`src/rtl/inst_parser.sv`:
```
// rtl/inst_parser.sv - character stream word assembler and ATM command matcher
// Letters build a right-aligned window; a blank delimiter triggers a table match and a one-cycle strobe.
module inst_parser #(
   parameter int MAX_CHARS = 8,
   parameter int CHAR_W    = 5
) (
   input  logic                        sec_clock,
   input  logic                        reset,
   input  logic [CHAR_W-1:0]           char_in,
   input  logic                        char_valid,
   output logic                        char_ready,
   output logic                        cmd_valid,
   output logic [2:0]                  cmd_code,
   output logic                        cmd_error,
   output logic [3:0]                  word_len,
   output logic [MAX_CHARS*CHAR_W-1:0] window
);

   localparam int WIN_W = MAX_CHARS * CHAR_W;

   localparam logic [WIN_W-1:0] K_BALANCE  = WIN_W'({5'd2, 5'd1, 5'd12, 5'd1, 5'd14, 5'd3, 5'd5});
   localparam logic [WIN_W-1:0] K_DEPOSIT  = WIN_W'({5'd4, 5'd5, 5'd16, 5'd15, 5'd19, 5'd9, 5'd20});
   localparam logic [WIN_W-1:0] K_WITHDRAW = WIN_W'({5'd23, 5'd9, 5'd20, 5'd8, 5'd4, 5'd18, 5'd1, 5'd23});
   localparam logic [WIN_W-1:0] K_EXIT     = WIN_W'({5'd5, 5'd24, 5'd9, 5'd20});

   typedef enum logic [2:0] {
      S_IDLE    = 3'd0,
      S_COLLECT = 3'd1,
      S_DISCARD = 3'd2,
      S_MATCH   = 3'd3,
      S_EMIT    = 3'd4
   } state_t;

   state_t             r_state;
   logic [WIN_W-1:0]   r_window;
   logic [3:0]         r_len;
   logic [2:0]         r_code;
   logic               r_valid;
   logic               r_error;

   state_t             w_next_state;
   logic [WIN_W-1:0]   w_next_window;
   logic [3:0]         w_next_len;
   logic [2:0]         w_next_code;
   logic               w_next_valid;
   logic               w_next_error;
   logic               w_ready;
   logic               w_accept;
   logic               w_is_blank;
   logic               w_is_letter;
   logic [2:0]         w_match_code;

   assign w_ready     = (r_state == S_IDLE) || (r_state == S_COLLECT) || (r_state == S_DISCARD);
   assign w_accept    = char_valid && w_ready;
   assign w_is_blank  = (char_in == '0);
   assign w_is_letter = (char_in != '0) && (char_in <= CHAR_W'(26));

   // Length is part of the key so a prefix of a longer command never hits.
   assign w_match_code = ((r_len == 4'd7) && (r_window == K_BALANCE))  ? 3'd1 :
                         ((r_len == 4'd7) && (r_window == K_DEPOSIT))  ? 3'd2 :
                         ((r_len == 4'd8) && (r_window == K_WITHDRAW)) ? 3'd3 :
                         ((r_len == 4'd4) && (r_window == K_EXIT))     ? 3'd4 : 3'd0;

   always_comb begin
      w_next_state  = r_state;
      w_next_window = r_window;
      w_next_len    = r_len;
      w_next_code   = r_code;
      w_next_valid  = 1'b0;
      w_next_error  = 1'b0;
      case (r_state)
         S_IDLE: begin
            if (w_accept && !w_is_blank) begin
               if (w_is_letter) begin
                  w_next_window = WIN_W'(char_in);
                  w_next_len    = 4'd1;
                  w_next_state  = S_COLLECT;
               end else begin
                  w_next_state  = S_DISCARD;
               end
            end
         end
         S_COLLECT: begin
            if (w_accept) begin
               if (w_is_blank) begin
                  w_next_state = S_MATCH;
               end else if (w_is_letter && (r_len < 4'(MAX_CHARS))) begin
                  w_next_window = {r_window[WIN_W-CHAR_W-1:0], char_in};
                  w_next_len    = r_len + 4'd1;
               end else begin
                  w_next_state = S_DISCARD;
               end
            end
         end
         S_DISCARD: begin
            if (w_accept && w_is_blank) begin
               w_next_error  = 1'b1;
               w_next_window = '0;
               w_next_len    = 4'd0;
               w_next_state  = S_IDLE;
            end
         end
         S_MATCH: begin
            // Result lands in the output registers so it is visible during EMIT.
            w_next_code  = w_match_code;
            w_next_valid = (w_match_code != 3'd0);
            w_next_error = (w_match_code == 3'd0);
            w_next_state = S_EMIT;
         end
         S_EMIT: begin
            w_next_state = S_IDLE;
         end
         default: begin
            w_next_state = S_IDLE;
         end
      endcase
   end

   always_ff @(posedge sec_clock) begin
      if (reset) begin
         r_state  <= S_IDLE;
         r_window <= '0;
         r_len    <= 4'd0;
         r_code   <= 3'd0;
         r_valid  <= 1'b0;
         r_error  <= 1'b0;
      end else begin
         r_state  <= w_next_state;
         r_window <= w_next_window;
         r_len    <= w_next_len;
         r_code   <= w_next_code;
         r_valid  <= w_next_valid;
         r_error  <= w_next_error;
      end
   end

   assign char_ready = w_ready;
   assign cmd_valid  = r_valid;
   assign cmd_error  = r_error;
   assign cmd_code   = r_code;
   assign word_len   = r_len;
   assign window     = r_window;

endmodule
```
`config.mk`:
```
export PLATFORM = sky130hd
export DESIGN_NAME = inst_parser
export DESIGN_NICKNAME = d
export VERILOG_FILES = /design/src/rtl/inst_parser.sv
export SDC_FILE = /design/constraint.sdc
export NUM_CORES = 1
export LEC_CHECK = 0
export ABC_AREA = 1
export BUFFER_PORTS_ARGS = -buffer_cell sky130_fd_sc_hd__buf_2
export CAP_MARGIN = 20
export CORE_ASPECT_RATIO = 1.1
export CORE_MARGIN = 5
export CORE_UTILIZATION = 60
export CTS_BUF_LIST = sky130_fd_sc_hd__clkbuf_4 sky130_fd_sc_hd__clkbuf_8 sky130_fd_sc_hd__clkbuf_16
export CTS_CLUSTER_DIAMETER = 150
export DETAILED_ROUTE_END_ITERATION = 12
export PLACE_DENSITY = 0.95
export SLEW_MARGIN = 20
export SYNTH_ARGS = -nofsm -noshare
export SYNTH_HDL_FRONTEND = slang
export SYNTH_SLANG_ARGS = --single-unit
```
`constraint.sdc`:
```
create_clock -name sec_clock -period 2.9 [get_ports sec_clock]
set_input_delay 0 -clock sec_clock [delete_from_list [all_inputs] [get_ports sec_clock]]
set_output_delay 0 -clock sec_clock [all_outputs]
set_load 0.005 [all_outputs]
```
# == Yosys cells after proc, flatten, opt, wreduce, memory -nomap -nowiden ==
# Cells that the tools add are included.
# word_totals
ff_bits,52
inputBits,8
out_inout_bits,50
word_cells,75
# classes
add_sub_neg,1
n_lt_le_gt_ge,2
n_eq_ne,17
muxes,27
bitwise_logic,1
n_reduce_logical,21
# ops
cell,count
2-to-1 mux 40 bit,6
case mux 40 bit (3 select lines),1
"equality test 40 x 18 -> 1 bit, second input constant",1
"equality test 40 x 32 -> 1 bit, second input constant",1
"equality test 40 x 33 -> 1 bit, second input constant",1
"equality test 40 bit, second input constant",1
2-to-1 mux 3 bit,9
2-to-1 mux 4 bit,6
case mux 3 bit (4 select lines),1
case mux 4 bit (3 select lines),1
logical AND 1 bit,9
"equality test 4 x 3 -> 1 bit, second input constant",2
AND reduction 7 bit,1
"equality test 3 x 2 -> 1 bit, second input constant",2
logical NOT 3 bit,2
"!= test 2 x 1 -> 1 bit, second input constant",3
"!= test 2 bit, second input constant",3
nonzero test 3 bit,2
"less-or-equal comparator 5 bit, second input constant",1
logical NOT 5 bit,1
nonzero test 5 bit,1
"adder 4 x 1 -> 4 bit, second input constant",1
"equality test 4 bit, second input constant",1
"less-than comparator 4 bit, second input constant",1
10 further kinds,11

# == Depth between registers and ports, before layout ==
# logic_depth
ltp_word,8
mapped_depth,13
ltp_nobuf,11

# == Worst setup path before layout ==
# Ideal clock, no wire load.
# synth_path
path_type,reg2reg
startpoint,register r_state[1]
endpoint,register r_window[23] (netlist: window[23])
setup_time_ps,128
t_arrival_ps,1330
required_ps,2772
path_slack_ps,1442
stages_incl_launch_ff,13
n_path_buf,2
synth_period_minus_slack_ps,1458
cell_sequence,dfxtp_1 nand2_2 nand2_2 nor2_4 nand2_1 nand2_2 nand3_4 nor2_4 buf_6 buf_4 nand2_1 nand2_1 nor2_1
# synth_via
elab_chain_len,7
word_cells_on_any_way,17
cone_classes,eq/ne (8); mux (1); reduce/logical (8)
# synth_rtl
item,line_no,rtl
start: declaration,34,state_t r_state;
start signal: assignment,128,r_state <= w_next_state;
equality test 3 x 1 -> 1 bit / logical NOT 3 bit (equally long branches),"53, 71",
logical OR 1 bit (2 in series),53,assign w_ready = (r_state == S_IDLE) || (r_state == S_COLLECT) || (r_state == S_DISCARD);
logical AND 1 bit,54,assign w_accept = char_valid && w_ready;
logical AND 1 bit (on tied branches),"96, 73",
!= test 2 x 1 -> 1 bit (no line),n/a,
AND reduction 7 bit (no line),n/a,
end signal: assignment,129,r_window <= w_next_window;
end: declaration,35,logic [WIN_W-1:0] r_window;
# Several ways; a longest one is shown, not always the timed one.
# A chain may end at the register's enable or synchronous reset.

# == Final worst setup path ==
# layout_path
startpoint,register r_state[1]
endpoint,register r_window[35] (netlist: window[35])
# Same word-level chain as after synthesis.

==> reports/results.tsv <==
metric	value	unit
hold-worst-slack	0.03346	ns
place_area	3440	um^2
cp_slowest_cell	dfxtp_1	
coreArea	5067	um^2
startpoint_type	flop	
min_period	1.833	ns
critPathArrivalTime	2.02	ns
hold_class	primary input to flop	
critPathCaptureType	flop	
drtPass1Iterations	5	
critPathKind	flop to flop	
numPortBuffers	57	
start_util	62.74	%
synth_mux_area_share	0	%
p_leak	1.853	nW
post_drt_wl_per_cell	12.94	um
num_rows	27	
die-area	6856	um^2
hold_viol	0	
wl	8422	um
path_delay_family	simple AND/OR/NAND/NOR gates	
first_global_vias	3087	
post-route-period-util	63.22	%
worst_slew_pin_slew	0.5013	ns
synth_edf_count	0	
crit_buf_inv	2	
fin_skew	0.008361	ns
cts_tree	done	
h-tree-depth	2	
drive_gt1_share	18.55	%
areaGrowthSynthToFinish	12.00	%
clock_latency	0.31	ns
hold_depth	5	
antenna_found_initial	0	
max_freq	545.4	MHz
setup_violations	0	
synth_seq_cells	52	
setup_tns	0	ns
synthAdderAreaFrac	0.7871	%
numClockSinks	52	
crit_path_max_incr_delay	0.46	ns
cts-root-buf	clkbuf_8	
synth_top_family_by_area	simple AND/OR/NAND/NOR gates	
num_antenna_cells	0	
synth-xor-area-share	0.5510	%
async_flop_share	0	%
post-route-util	70.27	%
cpMostUsedCell	nand2_2	
yosys.cell_count.top_type	nand2_1	
r2r_slack	1.07	ns
die-width	79.41	um
min_from	char_in[2]	
synth_compound_area_share	2.204	%
die_h	86.35	um
ys_seq_area_share	32.74	%
reg2reg_from	r_state[1]	
power_per_cell_area	1190	nW/um^2
nNetsFinal	602	
required	3.08	ns
grt_usage	25.45	%
grt_pass1_wl	14080	um
status	completed	
syn_area_per_cell	5.866	um^2
synth_cells	542	
cts-resized-gates	0	
post-cts-setup-buffer-count	0	
syn_nets	552	
maxSlewHeadroom	66.58	%
path_clk_slew	0.10	ns
ys_warn_count	0	
min_to	window[2]	
ir_drop	963.1	uV
fill_cells	465	
drt-initial-drc-count	324	
drv_cap	0	
stdcell_area	3561	um^2
synth.area.top_cells	dfxtp_1 (33%), nand2_1 (25%), nor2_1 (12%)	
ant_nets	0	
vias	3353	
r2r_end	window[35]	
dpl.hpwl	6310	um
yosys.area.top_type_share	32.74	%
via_per_inst	5.151	
slew_violations	0	
io_pins	58	
rsz0062_at_grt	no	
ys.flop_type	dfxtp_1	
numCtsBuffers	5	
worstPathCellList	nand2_2 -> nand2_2 -> nor2_4 -> nand2_1 -> nand2_2 -> nand3_4 -> inv_2 -> nand2_2 -> buf_4 -> nand2_1 -> nand2_1 -> nor2_1	
r2r_cells	12	
grt_max_degree	49	
drc	0	
dp.cells	643	
globalplace.congestion	0.9363	
yosys.area.top_type	dfxtp_1	
yosysUniqueCellTypes	27	
synthSimpleGateAreaFrac	51.55	%
fin_cells	651	
hold_buffers	0	
critPathMaxFanout	38	
overflow	0	
clockBufferDepth	2	
synth_area	3179	um^2
synthTopCellsByCount	nand2_1 (211), nor2_1 (100), inv_1 (66), dfxtp_1 (52), nand2_2 (27)	
## worst min-delay path: stages
cell and delay (ns):
buf_2 0.12, nand2_1 0.06, nand2_1 0.05, nand2_1 0.05, nor2_1 0.03
## logic make-up (layout without fill, tap and decap cells)
kind of cell,count (synthesis),after routing
compound gates,12,12
fa+ha+maj,2,2
buf+inv,87,138
flops,52,52
simple gates,387,387
xor+xnor,2,2
## per-stage QoR
| stage | setup WS [ns] | total power [mW] |
|---|---|---|
| floorplan | 1.442 | 3.137 |
| global placement | 1.169 | 3.614 |
| detailed placement | 1.100 | 3.692 |
| CTS | 1.072 | 4.228 |
| global route | 0.8697 | 4.658 |
| finish | 1.067 | 4.238 |
## flip-flops by register name, summed over array words and instances (netlist names)
signal,count
cmd_code,3
cmd_error,1
cmd_valid,1
r_state,3
window,40
word_len,4
## per-layer routing
| metal | vias to the layer above | part of all wire (%) | track usage [%] |
|---|---|---|---|
| met5 | - | 0 | 0 |
| met4 | 0 | 1.6 | 7.344 |
| met3 | 12 | 5.9 | 3.534 |
| met2 | 110 | 50 | 45.71 |
| met1 | 1518 | 42 | 31.58 |
| li1 | 1713 | - | - |
## how the worst max path moves through the flow
| stage | cells after the start | from | slack (ns) | endpoint |
|---|---|---|---|---|
| CTS | 12 | r_state[1] | 1.07 | window[35] |
| floorplan | 12 | r_state[1] | 1.44 | window[23] |
| finish | 12 | r_state[1] | 1.07 | window[35] |
| global route | 12 | r_state[1] | 0.87 | window[12] |
| global placement | 12 | r_state[1] | 1.17 | window[12] |
| detailed placement | 12 | r_state[1] | 1.10 | window[8] |
## report_power, final
part,leakage (nW),internal (mW),switching (mW)
clock,0.0614,0.283,0.253
combinational,1.36,0.820,1.50
sequential,0.428,0.996,0.387
## placed cells by master (no fill, tap or decap), drive strengths merged
| cell | netlist | routed |
|---|---|---|
| bufinv | 0 | 1 |
| xor2 | 1 | 1 |
| nor2 | 107 | 107 |
| a21oi | 5 | 5 |
| buf | 10 | 61 |
| clkbuf | 8 | 6 |
| xnor2 | 1 | 1 |
| nor3 | 14 | 14 |
| ha | 2 | 2 |
| clkinv | 1 | 2 |
| nand4 | 8 | 8 |
| o21bai | 1 | 1 |
| nand3 | 20 | 20 |
| inv | 68 | 68 |
| dfxtp | 52 | 52 |
| o21ai | 6 | 6 |
| nand2 | 238 | 238 |
## layout make-up
| class | instances | area (um^2) | area share [%] |
|---|---|---|---|
| multi-input cells | 403 | 1752 | 49.19 |
| clock inverters | 2 | 38.79 | 1.089 |
| well taps | 58 | 72.57 | 2.038 |
| repair buffers | 61 | 315.3 | 8.855 |
| inverters | 69 | 259.0 | 7.273 |
| flip-flops and latches | 52 | 1041 | 29.23 |
| clock buffers | 6 | 82.58 | 2.319 |
(Power assumes the default switching activity.)
